## src/rtl/main_bus_arbiter.sv

```systemverilog
// Round-robin arbiter for the shared main memory bus between the cache fill and flush engines.
// Grants one owner at a time, inserts a dead turnaround cycle, revokes unused grants, flags busy collisions.
module main_bus_arbiter #(
    parameter int unsigned NUM_REQ       = 4,
    parameter int unsigned OWNER_W       = 2,
    parameter int unsigned GRANT_TIMEOUT = 16
) (
    input  logic               clk,
    input  logic               reset,
    input  logic [NUM_REQ-1:0] abtr_reqcyc,
    input  logic [NUM_REQ-1:0] bus_busy,
    output logic [NUM_REQ-1:0] abtr_grant,
    output logic [OWNER_W-1:0] owner,
    output logic               bus_owned,
    output logic               timeout_err,
    output logic               collision_err
);

    localparam int unsigned CNT_W = 8;

    typedef enum logic [1:0] {
        ST_IDLE,
        ST_GRANTED,
        ST_BUSY,
        ST_TURN
    } state_t;

    state_t             state_q, state_d;
    logic [NUM_REQ-1:0] grant_q, grant_d;
    logic [OWNER_W-1:0] owner_q, owner_d;
    logic [OWNER_W-1:0] rr_last_q, rr_last_d;
    logic [CNT_W-1:0]   wait_cnt_q, wait_cnt_d;
    logic               bus_owned_q, bus_owned_d;
    logic               timeout_err_q, timeout_err_d;
    logic               collision_err_q, collision_err_d;

    logic [OWNER_W-1:0] arb_ptr;
    logic [OWNER_W-1:0] cand;
    logic [OWNER_W-1:0] win_idx;
    logic               win_valid;
    logic [NUM_REQ-1:0] busy_ignore;

    // In TURN the pointer is already the departing owner, so it drops to lowest priority at once
    always_comb begin
        arb_ptr   = (state_q == ST_TURN) ? owner_q : rr_last_q;
        win_valid = 1'b0;
        win_idx   = '0;
        cand      = '0;
        for (int unsigned i = 1; i <= NUM_REQ; i++) begin
            cand = OWNER_W'((32'(arb_ptr) + i) % NUM_REQ);
            if (!win_valid && abtr_reqcyc[cand]) begin
                win_valid = 1'b1;
                win_idx   = cand;
            end
        end
    end

    // Owner's busy is legal while granted and may lag one cycle into TURN
    always_comb begin
        busy_ignore = '0;
        if (state_q != ST_IDLE) begin
            busy_ignore = NUM_REQ'(1) << owner_q;
        end
    end

    // Next-state and output logic
    always_comb begin
        state_d         = state_q;
        grant_d         = grant_q;
        owner_d         = owner_q;
        rr_last_d       = rr_last_q;
        wait_cnt_d      = wait_cnt_q;
        timeout_err_d   = 1'b0;
        collision_err_d = collision_err_q | (|(bus_busy & ~busy_ignore));

        case (state_q)
            ST_IDLE: begin
                if (win_valid) begin
                    grant_d    = NUM_REQ'(1) << win_idx;
                    owner_d    = win_idx;
                    wait_cnt_d = '0;
                    state_d    = ST_GRANTED;
                end
            end
            ST_GRANTED: begin
                if (bus_busy[owner_q]) begin
                    state_d = ST_BUSY;
                end else if (!abtr_reqcyc[owner_q]) begin
                    grant_d = '0;
                    state_d = ST_TURN;
                end else if (wait_cnt_q == CNT_W'(GRANT_TIMEOUT - 1)) begin
                    grant_d       = '0;
                    timeout_err_d = 1'b1;
                    state_d       = ST_TURN;
                end else begin
                    wait_cnt_d = wait_cnt_q + CNT_W'(1);
                end
            end
            ST_BUSY: begin
                if (!bus_busy[owner_q]) begin
                    grant_d = '0;
                    state_d = ST_TURN;
                end
            end
            ST_TURN: begin
                rr_last_d = owner_q;
                if (win_valid) begin
                    grant_d    = NUM_REQ'(1) << win_idx;
                    owner_d    = win_idx;
                    wait_cnt_d = '0;
                    state_d    = ST_GRANTED;
                end else begin
                    state_d = ST_IDLE;
                end
            end
            default: begin
                grant_d = '0;
                state_d = ST_IDLE;
            end
        endcase

        bus_owned_d = |grant_d;
    end

    always_ff @(posedge clk) begin
        if (reset) begin
            state_q         <= ST_IDLE;
            grant_q         <= '0;
            owner_q         <= '0;
            rr_last_q       <= OWNER_W'(NUM_REQ - 1);
            wait_cnt_q      <= '0;
            bus_owned_q     <= 1'b0;
            timeout_err_q   <= 1'b0;
            collision_err_q <= 1'b0;
        end else begin
            state_q         <= state_d;
            grant_q         <= grant_d;
            owner_q         <= owner_d;
            rr_last_q       <= rr_last_d;
            wait_cnt_q      <= wait_cnt_d;
            bus_owned_q     <= bus_owned_d;
            timeout_err_q   <= timeout_err_d;
            collision_err_q <= collision_err_d;
        end
    end

    assign abtr_grant    = grant_q;
    assign owner         = owner_q;
    assign bus_owned     = bus_owned_q;
    assign timeout_err   = timeout_err_q;
    assign collision_err = collision_err_q;

endmodule

```

## config.mk

```make
export PLATFORM = sky130hd
export DESIGN_NAME = main_bus_arbiter
export DESIGN_NICKNAME = d
export VERILOG_FILES = /design/src/rtl/main_bus_arbiter.sv
export SDC_FILE = /design/constraint.sdc
export NUM_CORES = 1
export LEC_CHECK = 0
export BUFFER_PORTS_ARGS = -buffer_cell sky130_fd_sc_hd__buf_2
export CORE_MARGIN = 5
export CORE_UTILIZATION = 59
export DETAILED_ROUTE_END_ITERATION = 16
export PLACE_DENSITY = 0.83
export SETUP_SLACK_MARGIN = 0.3
export SLEW_MARGIN = 5
export SYNTH_ARGS = -nofsm -noshare
export SYNTH_HDL_FRONTEND = slang
export SYNTH_SLANG_ARGS = --single-unit
export TNS_END_PERCENT = 100
```

## constraint.sdc

```tcl
create_clock -name clk -period 2.82 [get_ports clk]
set_input_delay 0.564 -clock clk [delete_from_list [all_inputs] [get_ports clk]]
set_output_delay 0.564 -clock clk [all_outputs]
set_load 0.03 [all_outputs]
```

==> results of run 1 <==
flip-flops by register name, indices dropped and copies added (netlist names):
name and flops:
owner 2, collision_err 1, rr_last_q 2, timeout_err 1, wait_cnt_q 8, state_q 2, abtr_grant 4, bus_owned 1
layer usage:
layer | global-route usage (%) | wire (µm) | share of wire, % | vias up
li1 | - | - | - | 561
met1 | 21.30 | 1147 | 41 | 557
met2 | 33.95 | 1396 | 50 | 44
met3 | 3.016 | 159 | 5.7 | 14
met4 | 7.458 | 91 | 3.3 | 0
met5 | 0 | 0 | 0 | -
power by group:
part           internal [mW]  total, mW  switching (mW)
combinational          0.233      0.594           0.361
clock                 0.0531      0.149          0.0961
sequential             0.354      0.414          0.0606
what timing repair did:
action / 4_1_cts / 5_1_grt
hold buffers: 0 / 0
gates resized for setup: 0 / 1
endpoints found under the setup margin: 0 / 6
final cells by class:
type	instances	area, µm²
tap	27	33.78
inverter	4	15.01
sequential	21	420.4
multi-input combinational	107	780.7
clock buffer	3	22.52
timing repair buffer	19	97.59
fill	146	606.8
clock inverter	1	5.005
worst max path at each step:
stage	slack [ns]	start	endpoint
3_5_place_dp	0.41	abtr_reqcyc[3]	wait_cnt_q[4]
5_1_grt	0.35	owner[0]	wait_cnt_q[6]
6_report	0.55	owner[0]	wait_cnt_q[6]
3_3_place_gp	0.52	abtr_reqcyc[3]	wait_cnt_q[4]
4_1_cts	0.46	owner[0]	wait_cnt_q[6]
2_1_floorplan	0.76	owner[0]	wait_cnt_q[3]
cells in the mapped netlist, drive strengths merged, types with 3 or more instances:
| cell | count | share of area [%] |
|---|---|---|
| a211oi | 3 | 1.8 |
| a21oi | 13 | 5.5 |
| buf | 3 | 1.9 |
| dfxtp | 21 | 34 |
| ha | 6 | 6.0 |
| inv | 4 | 1.2 |
| mux2i | 5 | 4.0 |
| nand2 | 11 | 3.3 |
| nand2b | 3 | 1.5 |
| nand3 | 3 | 1.2 |
| nor2 | 11 | 3.5 |
| nor4 | 5 | 3.0 |
| o21ai | 4 | 1.6 |
| o2bb2ai | 4 | 2.8 |
| o31ai | 5 | 3.0 |
| or3 | 6 | 3.0 |
| or4 | 5 | 3.0 |
worst max-delay path: stages, from the launching register on:
cell	delay (ns)
dfxtp_1	0.55
mux4_2	0.57
a21boi_4	0.17
a21oi_2	0.53
o31ai_2	0.20
a21oi_1	0.18
through the flow:
step	total power, mW	hold slack, ns	setup slack [ns]
2_1_floorplan	0.8850	0.4428	0.7612
3_3_place_gp	0.9718	0.4675	0.5247
3_5_place_dp	0.9997	0.4752	0.4072
4_1_cts	1.148	0.4961	0.4646
5_1_grt	1.243	0.5141	0.3456
6_report	1.158	0.4920	0.5504
cells by family after synthesis:
| family | Yosys count | synth area share [%] |
|---|---|---|
| and+or+nand+nor | 52 | 23.06 |
| DFF | 21 | 33.84 |
| AOI/OAI and AO/OA | 41 | 24.77 |
| adders and majority gates | 6 | 6.042 |
| muxes | 8 | 8.560 |
| buffers and inverters | 9 | 3.726 |
==> impl_metrics.env, run 1 <==
export IMPL_layout_min_cycle_time_ns=2.270
export IMPL_required_ns=3.07
export IMPL_diodes=0
export IMPL_design_area_um2=1375
export IMPL_crit_path_end_kind="register"
export IMPL_die_h_um=55.89
export IMPL_core_um2=1982
export IMPL_numCtsBuffers=3
export IMPL_status="finished clean"
export IMPL_first_pass_iters=6
export IMPL_track_usage_pct=18.58
export IMPL_crit_fanout=16
export IMPL_post_route_period_util_pct=80.48
export IMPL_cts_root_buf="clkbuf_4"
export IMPL_relSlewSlack_pct=54.38
export IMPL_drive_gt1_share_pct=21.29
export IMPL_fmax_ghz=0.4406
export IMPL_ir_drop_uv=608.0
export IMPL_syn_to_final_growth_pct=10.67
export IMPL_worstSkewPairLatency_ns=0.31
export IMPL_initial_utilization_pct=62.69
export IMPL_fin_cells=182
export IMPL_hold_end="abtr_grant[3]"
export IMPL_critPathLaunchType="register"
export IMPL_drt_wl_total_mm=2.795
export IMPL_clkSinkCount=21
export IMPL_rsz0062_at_grt="no"
export IMPL_dieArea_um2=3124
export IMPL_hpwl_mm=2.146
export IMPL_cts_setup_buffers=0
export IMPL_die_width_um=55.89
export IMPL_reg2reg_to="wait_cnt_q[6]"
export IMPL_cts_path_max_buffers=2
export IMPL_num_io_pins=19
export IMPL_netlist_area_um2=1242
export IMPL_wl_per_cell_um=15.36
export IMPL_min_delay_start="abtr_grant[3]"
export IMPL_powerDensity_nw_per_um2=841.9
export IMPL_synth_ff_type="dfxtp_1"
export IMPL_hold_viol=0
export IMPL_grt_pass1_vias=1168
export IMPL_synth_edf_count=0
export IMPL_placed_cell_area_um2=1343
export IMPL_place_congestion=0.7956
export IMPL_nets=172
export IMPL_grt_max_degree=17
export IMPL_hp_class="register to register"
export IMPL_r2r_worst_path_cells=5
export IMPL_grt_antenna_before_repair=0
export IMPL_worstMarginPinSlew_ns=0.6786
export IMPL_synth_distinct_cells=42
export IMPL_r2r_start="owner[0]"
export IMPL_drc=0
export IMPL_setup_tns_ns=0
export IMPL_cts_clk_slew_worst_paths_ns=0.12
export IMPL_portBuffers=18
export IMPL_report_final_slew_viol_count=0
export IMPL_globalRouteOverflowTotal=0
export IMPL_placedCellCount=178
export IMPL_finish_utilization_pct=69.38
export IMPL_worstSetupPathType="register to register"
export IMPL_arrival_ns=2.52
export IMPL_yosysWarningCount=0
export IMPL_final_setup_viol_count=0
export IMPL_holdPathStages=1
export IMPL_cap_violations=0
export IMPL_htreeDepth=1
export IMPL_drtIter0Drc=42
export IMPL_cts_tree="done"
export IMPL_avgSynthCellArea_um2=9.069
export IMPL_vias=1176
export IMPL_final_common_cell="dfxtp_1"
export IMPL_yosysSeqAreaShare_pct=33.84
export IMPL_grt_pass1_wl_mm=4.795
export IMPL_viasPerCell=6.462
export IMPL_synth_seq_cells=21
export IMPL_syn_nets=153
export IMPL_async_flop_share_pct=0
export IMPL_num_rows=16
export IMPL_clock_skew_ns=0.004155
export IMPL_power_leakage_nw=0.5054
export IMPL_reg2reg_setup_slack_ns=0.55
export IMPL_ant_nets=0
export IMPL_mostFrequentLayoutCells="dfxtp_1, buf_2, a21oi_1"
export IMPL_synth_cells=137
Note: power is estimated with default switching activity, not from simulation.
==> inputs of run 2 (changes only) <==
CORE_UTILIZATION = 55   (was 59)
PLACE_DENSITY = 0.79   (was 0.83)
clock period = 2.15 ns   (was 2.82 ns; I/O delays follow)
==> impl_metrics.env, run 2 (synthesis gave the netlist of run 1 again) <==
export IMPL_numCtsBuffers=3
export IMPL_cts_clk_slew_worst_paths_ns=0.11
export IMPL_clkSinkCount=21
export IMPL_viasPerCell=6.265
export IMPL_required_ns=2.40
export IMPL_core_um2=2191
export IMPL_fmax_ghz=0.5186
export IMPL_nets=189
export IMPL_hold_viol=0
export IMPL_power_leakage_nw=0.5968
export IMPL_diodes=0
export IMPL_grt_max_degree=14
export IMPL_p_switching_mw=0.7991
export IMPL_cts_path_max_buffers=2
export IMPL_drtIter0Drc=55
export IMPL_num_rows=17
export IMPL_mostFrequentLayoutCells="buf_2, dfxtp_1, buf_4"
export IMPL_layout_setup_ws_ns=0.2218
export IMPL_syn_to_final_growth_pct=28.90
export IMPL_ir_drop_uv=1009
export IMPL_grt_antenna_before_repair=0
export IMPL_grt_pass1_vias=1214
export IMPL_first_pass_iters=4
export IMPL_final_common_cell="buf_2"
export IMPL_cap_violations=0
export IMPL_cts_root_buf="clkbuf_4"
export IMPL_drt_wl_total_mm=3.329
export IMPL_globalRouteOverflowTotal=0
export IMPL_drive_gt1_share_pct=39.53
export IMPL_initial_utilization_pct=56.71
export IMPL_status="finished clean"
export IMPL_report_final_slew_viol_count=0
export IMPL_clock_skew_ns=0.001249
export IMPL_htreeDepth=1
export IMPL_rsz0062_at_grt="yes"
export IMPL_p_clk_share_pct=10.4
export IMPL_num_fill_cells=162
export IMPL_die_width_um=57.53
export IMPL_hpwl_mm=2.143
export IMPL_relSlewSlack_pct=58.45
export IMPL_num_io_pins=19
export IMPL_grt_pass1_wl_mm=5.195
export IMPL_combinationalPowerShare_pct=59.8
export IMPL_worstMarginPinSlew_ns=0.6181
export IMPL_vias=1253
export IMPL_setup_tns_ns=0
export IMPL_ant_nets=0
export IMPL_ff_latch_area_um2=427.9
export IMPL_arrival_ns=2.18
export IMPL_cts_tree="done"
export IMPL_drc=0
export IMPL_place_ws_ns=0.09785
export IMPL_place_congestion=0.7941
export IMPL_post_route_period_util_pct=89.68
export IMPL_top_register="wait_cnt_q"
export IMPL_largest_register_ffs=8
export IMPL_track_usage_pct=19.76
export IMPL_hp_class="input port to register"
export IMPL_powerDensity_nw_per_um2=1154
export IMPL_wl_per_cell_um=16.65
export IMPL_die_h_um=57.53
export IMPL_crit_path_end_kind="register"
export IMPL_pwr_share_seq_pct=29.7
export IMPL_layout_min_cycle_time_ns=1.928
export IMPL_worstSetupPathType="register to register"
export IMPL_swShare_pct=43.23
export IMPL_worstSkewPairLatency_ns=0.31
export IMPL_dieArea_um2=3310
export IMPL_final_setup_viol_count=0
export IMPL_multiInputGateArea_um2=862.1
export IMPL_portBuffers=18
export IMPL_critPathLaunchType="register"
export IMPL_holdBufCountCts=0
export IMPL_intPower_mw=1.049
export IMPL_crit_fanout=7
export IMPL_whs_ns=0.4424
export IMPL_finish_utilization_pct=73.10
[run 2: area by class of cell]
class	count	area share (%)
inverters	4	1.094
repair buffers	36	14.53
multi-input cells	107	53.83
flip-flops and latches	21	26.72
clock buffers	4	1.641
well taps	28	2.187
[run 2: power groups by stage]
stage | registers, mW | logic (mW) | clock network [mW]
floorplan | 0.607 | 0.579 | 0
global placement | 0.549 | 0.802 | 0
detailed placement | 0.553 | 0.828 | 0
CTS | 0.542 | 0.952 | 0.194
global route | 0.561 | 1.20 | 0.218
finish | 0.550 | 1.11 | 0.193
[run 2: repair_timing]
action / in CTS / in global routing
resized for setup: 7 / 18
endpoints found under the setup margin: 12 / 15
gates cloned: 1 / 0
pin swaps: 2 / 5
endpoints found under the hold margin: 0 / 0
setup buffers: 5 / 5
[run 2: final timing paths]
| kind | start | endpoint | slack, ns | cells after the start |
|---|---|---|---|---|
| hold / removal | reset | state_q[1] | 0.44 | 2 |
| hold reg to reg | wait_cnt_q[7] | wait_cnt_q[7] | 0.49 | 2 |
| setup reg to reg | owner[0] | wait_cnt_q[2] | 0.22 | 6 |
| setup / recovery | owner[0] | wait_cnt_q[2] | 0.22 | 6 |
[run 2: metrics by stage]
step           area [µm²]  power (mW)  cells
2_1_floorplan        1256       1.186    137
3_3_place_gp         1398       1.351    185
3_5_place_dp         1398       1.380    185
4_1_cts              1490       1.688    195
5_1_grt              1602       1.982    200
6_report             1602       1.848    200
[run 2: per-layer routing]
layer	part of all wire (%)	vias to the layer above	GRT usage [%]
li1	-	602	-
met1	39	587	20.71
met2	53	46	37.10
met3	4.3	18	3.394
met4	3.9	0	9.934
met5	0	-	0
[run 2: worst max-delay path, cell delays in order (launching register included)]
cell and delay [ns]:
dfxtp_4 0.40, mux4_2 0.57, nor2_2 0.13, a21oi_2 0.08
buf_6 0.15, or4_4 0.41, a21oi_2 0.14
